==> src/rtl/ysyx_22050710_ifu.sv <==
// ysyx_22050710_ifu: instruction fetch unit with single-outstanding memory fetch and decode handshake.
// Defining YSYX_22050710_IFU_ALIGN_CHECK_EN adds o_misalign and a sticky error state for misaligned redirects.
module ysyx_22050710_ifu #(
  parameter logic [63:0] RESET_PC = 64'h0000_0000_8000_0000,
  parameter logic [31:0] NOP_INST = 32'h0000_0013
) (
  input  logic        i_clk,
  input  logic        i_rst,
`ifdef YSYX_22050710_IFU_ALIGN_CHECK_EN
  output logic        o_misalign,
`endif
  output logic        o_mem_req,
  output logic [63:0] o_mem_addr,
  input  logic        i_mem_gnt,
  input  logic        i_mem_rvalid,
  input  logic [31:0] i_mem_rdata,
  output logic        o_inst_valid,
  output logic [31:0] o_inst,
  output logic [63:0] o_pc,
  input  logic        i_id_ready,
  input  logic        i_redirect,
  input  logic [63:0] i_redirect_pc
);
  typedef enum logic [2:0] {IDLE, REQ, WAIT, HOLD, IDLE_ERR} state_t;
  state_t state, state_n;
  logic [63:0] pc, pc_n;
  logic [31:0] inst_q, inst_n;
  logic drop, drop_n;
`ifdef YSYX_22050710_IFU_ALIGN_CHECK_EN
  logic mis, mis_n;
  assign o_misalign = mis;
  always_ff @(posedge i_clk) mis <= i_rst ? 1'b0 : mis_n;
`endif
  assign o_mem_req    = state == REQ;
  assign o_mem_addr   = pc;
  assign o_inst_valid = state == HOLD;
  assign o_inst       = state == HOLD ? inst_q : NOP_INST;
  assign o_pc         = pc;
  always_comb begin
    state_n = state;
    pc_n    = pc;
    drop_n  = drop;
    inst_n  = inst_q;
    unique case (state)
      IDLE: state_n = REQ;
      REQ: begin
        state_n = i_mem_gnt ? WAIT : REQ;
        drop_n  = i_redirect & i_mem_gnt;
        pc_n    = i_redirect ? i_redirect_pc : pc;
      end
      WAIT: begin
        pc_n    = i_redirect ? i_redirect_pc : pc;
        drop_n  = i_mem_rvalid ? 1'b0 : drop | i_redirect;
        state_n = !i_mem_rvalid ? WAIT : (drop | i_redirect) ? REQ : HOLD;
        inst_n  = (i_mem_rvalid & ~drop & ~i_redirect) ? i_mem_rdata : inst_q;
      end
      HOLD: begin
        pc_n    = i_redirect ? i_redirect_pc : i_id_ready ? pc + 64'd4 : pc;
        state_n = (i_redirect | i_id_ready) ? REQ : HOLD;
      end
      default: state_n = state;
    endcase
`ifdef YSYX_22050710_IFU_ALIGN_CHECK_EN
    mis_n = mis;
    if (i_redirect && |i_redirect_pc[1:0] && (state == REQ || state == WAIT || state == HOLD)) begin
      state_n = IDLE_ERR;
      mis_n   = 1'b1;
    end
`endif
  end
  always_ff @(posedge i_clk) begin
    if (i_rst) begin
      state  <= IDLE;
      pc     <= RESET_PC;
      drop   <= 1'b0;
      inst_q <= NOP_INST;
    end else begin
      state  <= state_n;
      pc     <= pc_n;
      drop   <= drop_n;
      inst_q <= inst_n;
    end
  end
endmodule

==> config.mk <==
export PLATFORM = sky130hd
export DESIGN_NAME = ysyx_22050710_ifu
export DESIGN_NICKNAME = d
export VERILOG_FILES = /design/src/rtl/ysyx_22050710_ifu.sv
export SDC_FILE = /design/constraint.sdc
export NUM_CORES = 1
export LEC_CHECK = 0
export CAP_MARGIN = 20
export CELL_PAD_IN_SITES_DETAIL_PLACEMENT = 0
export CELL_PAD_IN_SITES_GLOBAL_PLACEMENT = 1
export CORE_AREA = 2 2 152 139
export DETAILED_ROUTE_END_ITERATION = 6
export DIE_AREA = 0 0 154 141
export PLACE_DENSITY_LB_ADDON = 0.15
export SKIP_LAST_GASP = 1
export SYNTH_ARGS = -nofsm -noshare
export SYNTH_HDL_FRONTEND = slang
export SYNTH_SLANG_ARGS = --single-unit
==> constraint.sdc <==
create_clock -name i_clk -period 5.05 [get_ports i_clk]
set_clock_uncertainty 0.15 [all_clocks]
set_input_delay 0.505 -clock i_clk [delete_from_list [all_inputs] [get_ports i_clk]]
set_output_delay 0.505 -clock i_clk [all_outputs]
set_load 0.01 [all_outputs]
==> results.yml <==
pwr:
  clock_power_share_pct: 29.9
  ir_drop_v: 0.000159
  power_switching_w: 0.000891
  powerDensity_nw_per_um2: 285
  leakage_nw: 3.01
  swShare_pct: 34.1
  pwr-share-comb_pct: 31.0
  pwr-share-seq_pct: 39.1
  internal_power_w: 0.00172
route:
  via_per_inst: 5.51
  route.final.wire_length_um: 25000
  ant_nets: 0
  wl_per_cell_um: 19.1
  first_pass_iters: 4
  vias: 7239
  drc: 0
  drt_iter0_drc: 478
clock_network:
  cts.sinks: 99
  clock-root-buffer: "clkbuf_16"
  cts_buffers: 9
  clk_path_buf_depth: 2
  cts_tree: "done"
  post_cts_buffers: 0
  htree_levels: 3
  cts_resized: 0
  insertion_delay_ns: 0.36
  hold_buffers: 0
  path_clk_slew_ns: 0.08
timing:
  final.min_clock_period_ns: 3.36
  drv_slew: 0
  setup_violations: 0
  max_slew_margin_pct: 40.5
  rsz0062_at_grt: "false"
  hold_violations: 0
  fmax_mhz: 297
  worst_slew_pin_slew_ns: 0.890
  fin_crit_sh_pct: 66.6
  timing.hold.ws_ns: 0.301
  setup_tns_ns: 0
  layout_setup_ws_ns: 1.69
synthesis:
  synthArstFlopShare_pct: 0
  yosys_warnings: 0
  synth_edf_count: 0
  ys_types: 66
  syn_area_per_cell_um2: 7.32
  ys.flop_type: "dfxtp_1"
  yosysSeqAreaShare_pct: 30.4
  netlist_instances: 890
  synth-seq-cells: 99
  syn-num-nets: 998
  netlist_area_um2: 6510
floorplanning:
  start_util_pct: 32.0
  core-area_um2: 20300
  die_area_um2: 21700
  chipHeight_um: 141
  num_io_pins: 264
  rows: 50
  die_w_um: 154
hold_path:
  min_path_type: "reg -> reg"
  hold_depth: 2
placement:
  place_congestion: 0.846
  hpwl_um: 17700
  place_ws_ns: 1.49
  port_buffers: 263
grt:
  grt_pass1_vias: 6789
  grt.total_usage_pct: 22.4
  antenna_found_initial: 1
  grt_max_degree: 66
  grt_first_pass_wirelength_um: 38700
  grt_overflow: 0
critical_path:
  cp-end-kind: "flip-flop"
  path_class: "reg -> reg"
  path_max_fanout: 24
  arrival_ns: 3.50
  worst-r2r-cell-count: 6
  critPathRequiredTime_ns: 5.19
  critPathLaunchType: "flip-flop"
finish:
  area_growth_pct: 40.9
  drive_gt1_share_pct: 4.37
  layout.nets: 1155
flow_run:
  maxCapViolCount: 0
status:
  outcome: "finished clean"
cell usage after synthesis, types with 3 or more instances:
cell type	count	area (um2)
nand4_1	34	213
mux2i_1	4	40.0
a31oi_1	34	213
nand2_1	156	586
nor4_1	11	68.8
dfxtp_1	99	1980
o211ai_1	13	97.6
o21ai_0	31	155
ha_1	6	75.1
inv_1	8	30.0
o41ai_1	3	26.3
a21o_1	5	37.5
o21a_1	4	30.0
nand2b_1	6	37.5
and3_1	10	62.6
o311ai_0	4	35.0
a22oi_1	5	37.5
clkbuf_1	57	214
or3_1	14	87.6
a311o_1	3	30.0
nand3_1	39	195
o22ai_1	5	31.3
o31ai_1	9	67.6
a311oi_1	5	43.8
o21bai_1	3	22.5
nor2_1	39	146
nor3_1	17	85.1
and2_1	38	238
buf_4	64	480
buf_1	5	18.8
or4_1	12	90.1
buf_2	3	15.0
a21boi_0	10	75.1
a21oi_1	65	325
a211oi_1	9	67.6
o221ai_1	5	43.8
nor2b_1	3	18.8
and4_1	12	105
or4b_1	3	30.0
final cells by class:
type | count | area (um2)
tap | 260 | 325
clock inverter | 7 | 100
clock buffer | 9 | 225
multi-input combinational | 652 | 3790
inverter | 10 | 37.5
antenna | 1 | 2.50
fill | 2147 | 11200
sequential | 99 | 1980
timing repair buffer | 275 | 2720
per-stage QoR:
step                cells  power (W)  cell area (um2)  util [%]
finish               1313    0.00261             9180      45.1
global placement     1296    0.00185             8850      43.5
floorplan             890    0.00143             6510         -
global route         1312    0.00274             9180      45.1
CTS                  1312    0.00264             9180      45.1
detailed placement   1296    0.00185             8850      43.5
power groups by stage:
| stage | registers [W] | logic, W | clock network [W] |
|---|---|---|---|
| 6_report | 0.00102 | 0.000810 | 0.000781 |
| 5_1_grt | 0.00104 | 0.000871 | 0.000830 |
| 4_1_cts | 0.00102 | 0.000815 | 0.000802 |
| 3_5_place_dp | 0.00104 | 0.000811 | 0 |
| 3_3_place_gp | 0.00104 | 0.000810 | 0 |
| 2_1_floorplan | 0.00101 | 0.000422 | 0 |
cell families (layout without fill, tap and decap cells):
kind of cell | Yosys count | count (layout) | share of synthesized area [%]
flip-flops | 99 | 99 | 30.4
other | 0 | 1 | 0
AND/OR/NAND/NOR | 408 | 408 | 32.4
adder cells (fa/ha/maj) | 6 | 6 | 1.15
AO/OA/AOI/OAI | 232 | 232 | 23.3
multiplexers | 6 | 6 | 0.961
buffers and inverters | 139 | 301 | 11.8
placed cells by master, fill, tap and decap left out, types with 5 or more instances in the layout:
master / Yosys / layout
clkdlybuf4s50_1: 0 / 262
nand2_1: 156 / 156
dfxtp_1: 99 / 99
a21oi_1: 65 / 65
nand3_1: 39 / 39
nor2_1: 39 / 38
and2_1: 38 / 38
a31oi_1: 34 / 34
nand4_1: 34 / 34
o21ai_0: 31 / 31
nor3_1: 17 / 17
or3_1: 14 / 14
o211ai_1: 13 / 13
buf_4: 64 / 13
and4_1: 12 / 12
or4_1: 12 / 12
and3_1: 10 / 10
nor4_1: 11 / 10
a21boi_0: 10 / 10
a211oi_1: 9 / 9
o31ai_1: 9 / 9
clkbuf_16: 0 / 9
inv_1: 8 / 8
nand2b_1: 6 / 6
ha_1: 6 / 6
a22oi_1: 5 / 5
o221ai_1: 5 / 5
a311oi_1: 5 / 5
o22ai_1: 5 / 5
a21o_1: 5 / 5
per-layer routing:
layer,up-vias,track usage [%],wire length (um)
met1,3468,30.3,11400
li1,3513,-,-
met5,-,0,0
met3,24,4.52,1450
met4,0,6.35,352
met2,234,36.4,11800
sequential cells by signal (all words and copies together), names as in the netlist:
name	flops
drop	1
inst_q	32
o_mem_addr	64
state	2
worst max-delay path, stage by stage (launching register included):
cell	delay [ns]
dfxtp_1	0.36
ha_1	0.61
nand2b_4	0.32
or4_1	0.81
or3_1	0.41
or4_1	0.47
a31oi_1	0.16
worst paths after layout:
kind,startpoint,endpoint,slack [ns]
hold reg to reg,inst_q[27]$_SDFFE_PP0P_,inst_q[27]$_SDFFE_PP0P_,0.30
hold / removal,inst_q[27]$_SDFFE_PP0P_,inst_q[27]$_SDFFE_PP0P_,0.30
setup / recovery,state[0]$_SDFFE_PP0P_,o_mem_addr[41]$_SDFFE_PP0P_,1.69
setup reg to reg,state[0]$_SDFFE_PP0P_,o_mem_addr[41]$_SDFFE_PP0P_,1.69
No activity file was read; power rests on OpenSTA's default activity.
